$ cat config.mk
export PLATFORM = sky130hd
export DESIGN_NAME = seq_div32_flat
export DESIGN_NICKNAME = d
export VERILOG_FILES = /design/src/rtl/seq_div32_pkg.sv /design/src/rtl/seq_div32_if.sv /design/src/rtl/seq_div32_step.sv /design/src/rtl/seq_div32.sv /design/src/flat_wrapper.sv
export SDC_FILE = /design/constraint.sdc
export NUM_CORES = 1
export LEC_CHECK = 0
export ABC_AREA = 1
export CORE_MARGIN = 4
export CORE_UTILIZATION = 56
export CTS_BUF_LIST = sky130_fd_sc_hd__clkbuf_16
export CTS_CLUSTER_DIAMETER = 30
export DETAILED_ROUTE_END_ITERATION = 16
export PLACE_DENSITY = 0.91
export SLEW_MARGIN = 30
export SYNTH_ARGS = -nofsm -noshare
export SYNTH_HDL_FRONTEND = slang
export SYNTH_SLANG_ARGS = --single-unit
$ cat constraint.sdc
create_clock -name clk -period 7.4 [get_ports clk]
set_input_delay 1.11 -clock clk [delete_from_list [all_inputs] [get_ports clk]]
set_output_delay 1.11 -clock clk [all_outputs]
set_load 0.005 [all_outputs]
$ cat src/rtl/seq_div32_pkg.sv
// Shared types and constants for the iterative 32-bit restoring divider.
package div_pkg;

  localparam int DIV_W = 32;
  localparam int CNT_W = 5;

  localparam logic [DIV_W-1:0] DZ_QUOT = 32'hFFFF_FFFF;

  typedef enum logic [1:0] {
    IDLE = 2'd0,
    RUN  = 2'd1,
    FIN  = 2'd2
  } div_state_t;

  // Two's-complement magnitude of v when it is a negative signed operand.
  function automatic logic [DIV_W-1:0] div_mag(input logic [DIV_W-1:0] v, input logic is_signed);
    div_mag = (is_signed && v[DIV_W-1]) ? -v : v;
  endfunction

endpackage

$ cat src/rtl/seq_div32_if.sv
// Request/result bundle for seq_div32; the sign line exists only with DIV_SIGNED_EN.
interface seq_div32_if;
  import div_pkg::*;

  // Handshake: start is taken whenever the divider is idle or in its done cycle;
  // busy covers the operation through done, done pulses for one cycle, and
  // quotient/remainder/dz hold from done until the next completed operation.
  logic             start;
  logic [DIV_W-1:0] dividend;
  logic [DIV_W-1:0] divisor;
`ifdef DIV_SIGNED_EN
  logic             sign;
`endif
  logic             busy;
  logic             done;
  logic [DIV_W-1:0] quotient;
  logic [DIV_W-1:0] remainder;
  logic             dz;

  modport master (
    output start, dividend, divisor,
`ifdef DIV_SIGNED_EN
    output sign,
`endif
    input  busy, done, quotient, remainder, dz
  );

  modport slave (
    input  start, dividend, divisor,
`ifdef DIV_SIGNED_EN
    input  sign,
`endif
    output busy, done, quotient, remainder, dz
  );

endinterface

$ cat src/rtl/seq_div32_step.sv
// One restoring-division step: shift one dividend bit in, trial-subtract, keep on no borrow.
module div_step
  import div_pkg::*;
(
  input  logic [DIV_W-1:0] rem,
  input  logic             q_msb,
  input  logic [DIV_W-1:0] divisor,
  output logic [DIV_W-1:0] next_rem,
  output logic             q_bit
);

  logic [DIV_W-1:0] rem_sh;
  logic [DIV_W:0]   trial;

  always_comb begin
    rem_sh = {rem[DIV_W-2:0], q_msb};
    trial  = {1'b0, rem_sh} - {1'b0, divisor};
    // A set rem MSB means the shifted partial remainder is >= 2^32 > divisor,
    // so the subtraction always succeeds and trial[31:0] is still exact.
    q_bit    = rem[DIV_W-1] | ~trial[DIV_W];
    next_rem = q_bit ? trial[DIV_W-1:0] : rem_sh;
  end

endmodule

$ cat src/rtl/seq_div32.sv
// Iterative 32-bit restoring divider, one quotient bit per clock.
// Signed operation (sign input, magnitude capture, result fix-up) is built only with DIV_SIGNED_EN.
module seq_div32
  import div_pkg::*;
(
  input  logic        clk,
  input  logic        rst,
  seq_div32_if.slave  bus,
  output div_state_t  dbg_state
);

  div_state_t       state_q, state_d;
  logic [CNT_W-1:0] cnt_q, cnt_d;
  logic [DIV_W-1:0] rem_q, rem_d;
  logic [DIV_W-1:0] q_q, q_d;
  logic [DIV_W-1:0] div_q, div_d;
  logic [DIV_W-1:0] quot_q, quot_d;
  logic [DIV_W-1:0] remo_q, remo_d;
  logic             dz_q, dz_d;
`ifdef DIV_SIGNED_EN
  logic             neg_quo_q, neg_quo_d;
  logic             neg_rem_q, neg_rem_d;
`endif

  logic             accept;
  logic             in_sign;
  logic [DIV_W-1:0] step_rem;
  logic             step_q_bit;
  logic [DIV_W-1:0] q_next;

  div_step u_step (
    .rem      (rem_q),
    .q_msb    (q_q[DIV_W-1]),
    .divisor  (div_q),
    .next_rem (step_rem),
    .q_bit    (step_q_bit)
  );

`ifdef DIV_SIGNED_EN
  assign in_sign = bus.sign;
`else
  assign in_sign = 1'b0;
`endif

  assign q_next = {q_q[DIV_W-2:0], step_q_bit};

  always_comb begin
    state_d = state_q;
    cnt_d   = cnt_q;
    rem_d   = rem_q;
    q_d     = q_q;
    div_d   = div_q;
    quot_d  = quot_q;
    remo_d  = remo_q;
    dz_d    = dz_q;
`ifdef DIV_SIGNED_EN
    neg_quo_d = neg_quo_q;
    neg_rem_d = neg_rem_q;
`endif
    accept  = 1'b0;

    case (state_q)
      IDLE: accept = bus.start;
      RUN: begin
        rem_d = step_rem;
        q_d   = q_next;
        cnt_d = cnt_q + 5'd1;
        if (cnt_q == 5'd31) begin
          state_d = FIN;
          dz_d    = 1'b0;
`ifdef DIV_SIGNED_EN
          quot_d  = neg_quo_q ? -q_next : q_next;
          remo_d  = neg_rem_q ? -step_rem : step_rem;
`else
          quot_d  = q_next;
          remo_d  = step_rem;
`endif
        end
      end
      // The done cycle also takes a new request so back-to-back starts lose no cycle.
      FIN: begin
        state_d = IDLE;
        accept  = bus.start;
      end
      default: state_d = IDLE;
    endcase

    if (accept) begin
      cnt_d = '0;
      rem_d = '0;
      q_d   = div_mag(bus.dividend, in_sign);
      div_d = div_mag(bus.divisor, in_sign);
`ifdef DIV_SIGNED_EN
      neg_quo_d = in_sign & (bus.dividend[DIV_W-1] ^ bus.divisor[DIV_W-1]);
      neg_rem_d = in_sign & bus.dividend[DIV_W-1];
`endif
      if (bus.divisor == '0) begin
        state_d = FIN;
        quot_d  = DZ_QUOT;
        remo_d  = bus.dividend;
        dz_d    = 1'b1;
      end else begin
        state_d = RUN;
      end
    end
  end

  always_ff @(posedge clk or posedge rst) begin
    if (rst) begin
      state_q <= IDLE;
      cnt_q   <= '0;
      rem_q   <= '0;
      q_q     <= '0;
      div_q   <= '0;
      quot_q  <= '0;
      remo_q  <= '0;
      dz_q    <= 1'b0;
`ifdef DIV_SIGNED_EN
      neg_quo_q <= 1'b0;
      neg_rem_q <= 1'b0;
`endif
    end else begin
      state_q <= state_d;
      cnt_q   <= cnt_d;
      rem_q   <= rem_d;
      q_q     <= q_d;
      div_q   <= div_d;
      quot_q  <= quot_d;
      remo_q  <= remo_d;
      dz_q    <= dz_d;
`ifdef DIV_SIGNED_EN
      neg_quo_q <= neg_quo_d;
      neg_rem_q <= neg_rem_d;
`endif
    end
  end

  assign bus.busy      = (state_q != IDLE);
  assign bus.done      = (state_q == FIN);
  assign bus.quotient  = quot_q;
  assign bus.remainder = remo_q;
  assign bus.dz        = dz_q;
  assign dbg_state     = state_q;

endmodule

$ cat src/flat_wrapper.sv
// flat-port wrapper written by rule: the top's interface ports become plain ports
module seq_div32_flat import div_pkg::*;
  (clk, rst, dbg_state, bus_start, bus_dividend, bus_divisor, bus_busy, bus_done, bus_quotient, bus_remainder, bus_dz);
  seq_div32_if bus_i ();
  input  logic clk;
  input  logic rst;
  output div_state_t dbg_state;
  input wire logic [$bits(bus_i.start)-1:0] bus_start;
  input wire logic [$bits(bus_i.dividend)-1:0] bus_dividend;
  input wire logic [$bits(bus_i.divisor)-1:0] bus_divisor;
  output wire logic [$bits(bus_i.busy)-1:0] bus_busy;
  output wire logic [$bits(bus_i.done)-1:0] bus_done;
  output wire logic [$bits(bus_i.quotient)-1:0] bus_quotient;
  output wire logic [$bits(bus_i.remainder)-1:0] bus_remainder;
  output wire logic [$bits(bus_i.dz)-1:0] bus_dz;
  assign bus_i.start = bus_start;
  assign bus_i.dividend = bus_dividend;
  assign bus_i.divisor = bus_divisor;
  assign bus_busy = bus_i.busy;
  assign bus_done = bus_i.done;
  assign bus_quotient = bus_i.quotient;
  assign bus_remainder = bus_i.remainder;
  assign bus_dz = bus_i.dz;
  seq_div32 u_core (.clk(clk), .rst(rst), .bus(bus_i), .dbg_state(dbg_state));
endmodule
---- Yosys cells after proc, flatten, opt, wreduce, memory -nomap -nowiden ----
Cells that the tools add are included.
storage, ports and cells
  register bits after elaboration ......... 168
  bits of input ports ..................... 67
  output and inout port bits .............. 69
  word-level logic and storage cells ...... 47
operators by class
  add/subtract/negate cells ............... 2
  equality and inequality tests ........... 5
  multiplexer cells ....................... 24
  bitwise logic cells ..................... 2
  reduce and logical (&&, ||, !) cells .... 6
operators with widths
  cell                                                             number
  32-bit 2-to-1 mux                                                13
  32-bit by 32-bit subtractor with 33-bit output                   1
  32-bit logical NOT                                               1
  5-bit 2-to-1 mux                                                 2
  2-bit 2-to-1 mux                                                 3
  5-bit by 1-bit adder with 5-bit output, second input constant    1
  5-bit == test, second input constant                             1
  1-bit 2-to-1 mux                                                 5
  2-bit case mux with 2 select lines                               1
  2-bit nonzero test                                               2
  3-bit by 1-bit != test with 1-bit output, second input constant  1
  2-bit by 1-bit == test with 1-bit output, second input constant  1
  2-bit == test, second input constant                             1
  2-bit logical NOT                                                1
  2-bit by 1-bit != test with 1-bit output, second input constant  1
  2-bit AND reduction                                              1
  2-bit OR reduction                                               1
  1-bit inverter                                                   1
  1-bit OR                                                         1

---- Longest topological paths before layout ----
  depth after elaboration ................. 8
  depth in mapped cells ................... 18

---- By module ----
Synthesis repeated with hierarchy kept, for this count alone.
unflattened totals
  cells, all modules ...................... 1470
  area total of the unflattened synthesis .. 10334.9 µm²
modules (own cells, without submodules)
  module     instances  cells each  area each (µm²)  sequential area each (µm²)
  seq_div32  1          798         7205.7           4204.0
  div_step   1          672         3129.3           0.0

---- Worst setup path before layout ----
OpenSTA, ideal clock, no wires.
  path type ............................... input port to flip-flop
  from .................................... in bus_divisor[24]
  to ...................................... reg u_core.remo_q[17] (netlist: u_core.bus.remainder[17])
  data arrival time ....................... 2247 ps
  data required time ...................... 7284 ps
  path slack .............................. 5037 ps
  stages on the path ...................... 9
  path buffers ............................ 2
  cells stage by stage .................... nor4_1 > nand4_1 > nor2_1 > nand2_1 > buf_2 > clkbuf_1 > o21a_1 > nand2_1 > nand2_1
on the way
  longest elaborated chain between the ends .. 3
RTL lines
  element                RTL line            RTL
  start, declared        flat_wrapper.sv:10  input wire logic [$bits(bus_i.divisor)-1:0] bus_divisor;
  32-bit logical NOT     seq_div32.sv:97     if (bus.divisor == '0) begin
  32-bit 2-to-1 mux      seq_div32.sv:97
  32-bit 2-to-1 mux      seq_div32.sv:88     if (accept) begin
  net u_core.remo_d[17]  seq_div32.sv:18     logic [DIV_W-1:0] remo_q, remo_d;
  end signal, assigned   seq_div32.sv:129    remo_q <= remo_d;
  end, declared          seq_div32.sv:18
The timed path passes the listed nets, and every way through them passes these cells.
A chain may end at the register's enable or synchronous reset.

---- Worst setup path after layout ----
  from .................................... in bus_divisor[20]
  to ...................................... reg u_core.remo_q[21] (netlist: u_core.bus.remainder[21])
Same word-level chain as after synthesis.

==> results.md <==
Global routing:
- After global routing the overflow that remains totals 0.
- The largest net degree at the start of global routing is 97.
- The first-pass GRT wire length is 47.4 mm.
- The via count of the first global-routing pass is 9595.
- The initial antenna violation count is 0.
- Across every metal layer, demand over resource in global routing totals 29.3%.

Pwr:
- The clock network accounts for 13.6% of the total power.
- The leakage dissipation is 6.42 nW.
- The power share of the sequential group is 24.7%.
- The internal power of the cells totals 3.42 mW.
- The areal power density over the cells is 547 mW/mm^2.
- The switching share of total power is 48.8%.
- Combinational logic burns 61.8% of the power.
- IR analysis of the VDD net gives a maximum drop of 0.000293 V.
- The total net switching power is 3.26 mW.

Placement:
- In this run, placement finished with an instance count of 1761.
- The final estimated routing congestion in global placement is 0.993.
- In this run the cell area measured after placement is 0.0116 mm^2.
- The number of input and output port buffers inserted is 135.
- Detailed placement ended at an HPWL of 20.8 mm.
- At the placement stage, the worst setup path has a slack of 3170 ps.

Floorplan:
- The area of the die is 0.0203 mm^2.
- The count of standard-cell rows is 48.
- The horizontal die dimension is 142 um.
- The floorplan core area is 0.0175 mm^2.
- The initial core utilization is 57.9%.
- Measured along the y axis, the die boundary spans 142 um.
- The count of boundary I/O pins is 136.

Routing:
- In the final routed layout, each cell accounts on average for 16.5 um.
- The via total after detailed routing is 10000.
- Dividing the detail-routed via count by the number of cells gives 5.58.
- The violation count after the first detailed-route iteration is 1097.
- The count of TritonRoute iterations in the first routing pass is 6.
- The count of nets left with antenna violations once routing finished came out at 0.
- For this block, the routed nets add up to 29.5 mm of wire.
- The detailed-route DRC error count is 0.

CTS:
- The clock-pin transition on the worst setup and hold timing paths is 70 ps.
- In this run the clock root is driven by a clkbuf_16.
- Buffers added to address setup during post-CTS repair amount to 0.
- The total of cells resized after clock tree synthesis is 0.
- The number of buffers between clock root and the deepest sink is 2.
- The number of clock buffers added by TritonCTS is 17.
- The H-tree was split into 4 levels.
- The number of sinks on the clock net is 168.
- At the later pin of the worst-skew pair, clock insertion delay measures 440 ps.
- In this run, post-CTS hold repair placed 0 buffers.
- TritonCTS built the clock tree.

Synth:
- The flop and latch count out of synthesis is 168.
- The count of cell types in the netlist is 39.
- The synthesized instance count is 1444.
- The register area share after synthesis is 41.5%.
- Of all cell types, the one taking the most synthesized area is dfrtp_1.
- The number of nets in the synthesized netlist is 1546.
- Among all flip-flop cells after synthesis, the most frequent one is dfrtp_1.
- The mean instance size in the synthesized netlist is 7.01 um^2.
- The area share of the largest cell type after synthesis is 41.5%.
- Ranked by total cell area, the synthesized netlist is headed by dfrtp_1, nand2_1, inv_1, nand3_1, ha_1.
- During synthesis, Yosys emitted a total of 0 warnings.
- The share of flip-flops with an asynchronous set or reset after synthesis is 100%.
- The post-synth design cell area is 0.0101 mm^2.
- The synthesized design contains 0 enable-type register cells.

Timing:
- After layout, the minimum clock period comes to 3530 ps.
- Setup slack closes at 3870 ps.
- For the pin with the worst max-slew slack, the measured transition is 919 ps.
- The final cycle utilization of the critical path is 47.7%.
- The total setup violations reported at the end of the flow is 0.
- The achievable frequency is 0.283 GHz.
- Setup repair after global routing left no endpoint under its margin.
- The total negative slack for setup checks is 0 ps.
- The hold violation total from the final report is 0.
- Clock skew on the completed layout was measured at 12.1 ps.
- Measured against its own limit, the worst slew margin works out to 38.7%.
- The number of slew-limit violations in the final report is 0.

Critical path:
- The start-to-end type of the worst setup path is in -> reg.
- The reg-to-reg critical path endpoint is u_core.bus.remainder[19].
- The element type at the critical path end is a flip-flop.
- For flop-to-flop paths, the worst setup slack is 4260 ps.
- In this run the critical register-to-register path is launched from u_core.q_q[31].
- For the worst setup path, the data required time is 7760 ps.
- The element type at the critical path start is an input port.
- The maximum fanout along the worst path is 66.
- Data on the critical path arrives at its endpoint at 3890 ps.
- The path depth of the worst reg2reg path is 17.

Cells and area:
- Compared with the post-synthesis result, the final layout area differs by 20.5%.
- The final standard cell count with taps included and fillers excluded is 1793.
- The top cell types in the final layout, fill and taps aside, are nand2_1, inv_1, dfrtp_1, clkdlybuf4s50_1, nand3_1.
- The final layout contains 1658 nets.
- Cells with a size suffix above 1 make up 4.85% of the layout.
- The repair_antennas step left the layout with diodes totalling 0.
- Leaving out fill and tap cells, the most frequent cell in the layout is nand2_1.
- The total non-filler cell area in the finished layout is 0.0122 mm^2.
- The share of the core filled with cells in the final layout is 69.8%.
- Summing all flip-flop and latch instances after layout gives 0.00420 mm^2.
- Summing all multi-input logic gate instances after layout gives 0.00484 mm^2.
- The count of fill cells added during filler insertion is 1388.

Min path:
- The class of the worst hold path is reg -> reg.
- The worst hold path terminates at u_core.bus.dz.
- Along the worst hold path, the cell count comes to 2.
- In this run the most critical hold path is launched from u_core.bus.dz.

Status:
- The flow ran to the end, and the final reports show no timing, DRC or antenna violations.

Flow run:
- The max-cap violation count is 0.
## power groups by stage
stage                     Combinational (mW)  Sequential, mW  Clock [mW]
after global routing                    4.67            1.68       0.947
after detailed placement                4.01            1.64           0
after floorplan                         2.90            1.59           0
after global placement                  3.88            1.63           0
after CTS                               4.08            1.64       0.909
final                                   4.13            1.65       0.906
## Yosys cell counts (5+ instances only)
cell type and n:
xor2_1 13, or2_2 9, clkbuf_1 31, nor4_1 8
o21a_1 23, buf_1 9, nand2_2 11, o221ai_1 33
dfrtp_1 168, a21oi_1 20, nor2_1 49, nand2_1 605
ha_1 34, o21ai_0 44, inv_1 224, buf_2 5
nand4_1 8, o211ai_1 19, nand3_1 92
## stage by stage
stage / total power, mW / hold WS (ps)
floorplan: 4.49 / 434
global placement: 5.52 / 450
detailed placement: 5.66 / 467
CTS: 6.62 / 489
global route: 7.30 / 518
finish: 6.68 / 489
## critical path, cell delays in order
cell and delay, ps:
clkdlybuf4s50_1 430, nor4_1 500, nand4_1 320, nor2_1 290, nand2_2 60, buf_4 340, inv_2 560, nand2_1 130
nand2_1 120
## logic make-up (layout without fill, tap and decap cells)
logic type,after synthesis,in the layout,share of synthesized area (%)
simple gates,801,801,32.5
buf+inv,279,403,10.7
flops,168,168,41.5
compound gates,146,146,9.59
fa+ha+maj,35,35,4.40
xor+xnor,15,15,1.30
## cell type report
cell class                      count  share of cell area, %
Clock buffer                       17                   3.49
Clock inverter                     14                   1.33
Inverter                          229                   7.11
Multi-Input combinational cell    997                   39.6
Sequential cell                   168                   34.5
Tap cell                          225                   2.31
Timing Repair Buffer              143                   11.7
## per-layer routing
layer | up-vias | GRT usage [%] | share of wire [%] | routed length [um]
li1 | 4751 | - | - | -
met1 | 4672 | 37.8 | 40 | 11900
met2 | 489 | 50.0 | 48 | 14300
met3 | 93 | 4.50 | 7.3 | 2150
met4 | 0 | 11.1 | 4.0 | 1180
met5 | - | 0 | 0 | 0
## worst max-delay path by stage
stage / startpoint / to / slack, ps
global route: bus_divisor[20] / u_core.bus.remainder[11] / 3740
detailed placement: bus_divisor[20] / u_core.bus.remainder[0] / 3170
global placement: bus_divisor[20] / u_core.bus.remainder[11] / 3280
finish: bus_divisor[20] / u_core.bus.remainder[21] / 3870
floorplan: rst / u_core.bus.dz / 1740
CTS: bus_divisor[20] / u_core.bus.remainder[15] / 3510
## registers in the layout, indices dropped and copies added (netlist names)
signal and cells:
u_core.bus.dz 1, u_core.q_q 32, u_core.rem_q 32, u_core.cnt_q 5, u_core.dbg_state 2, u_core.bus.quotient 32, u_core.bus.remainder 32, u_core.div_q 32
(Power assumes the default switching activity.)
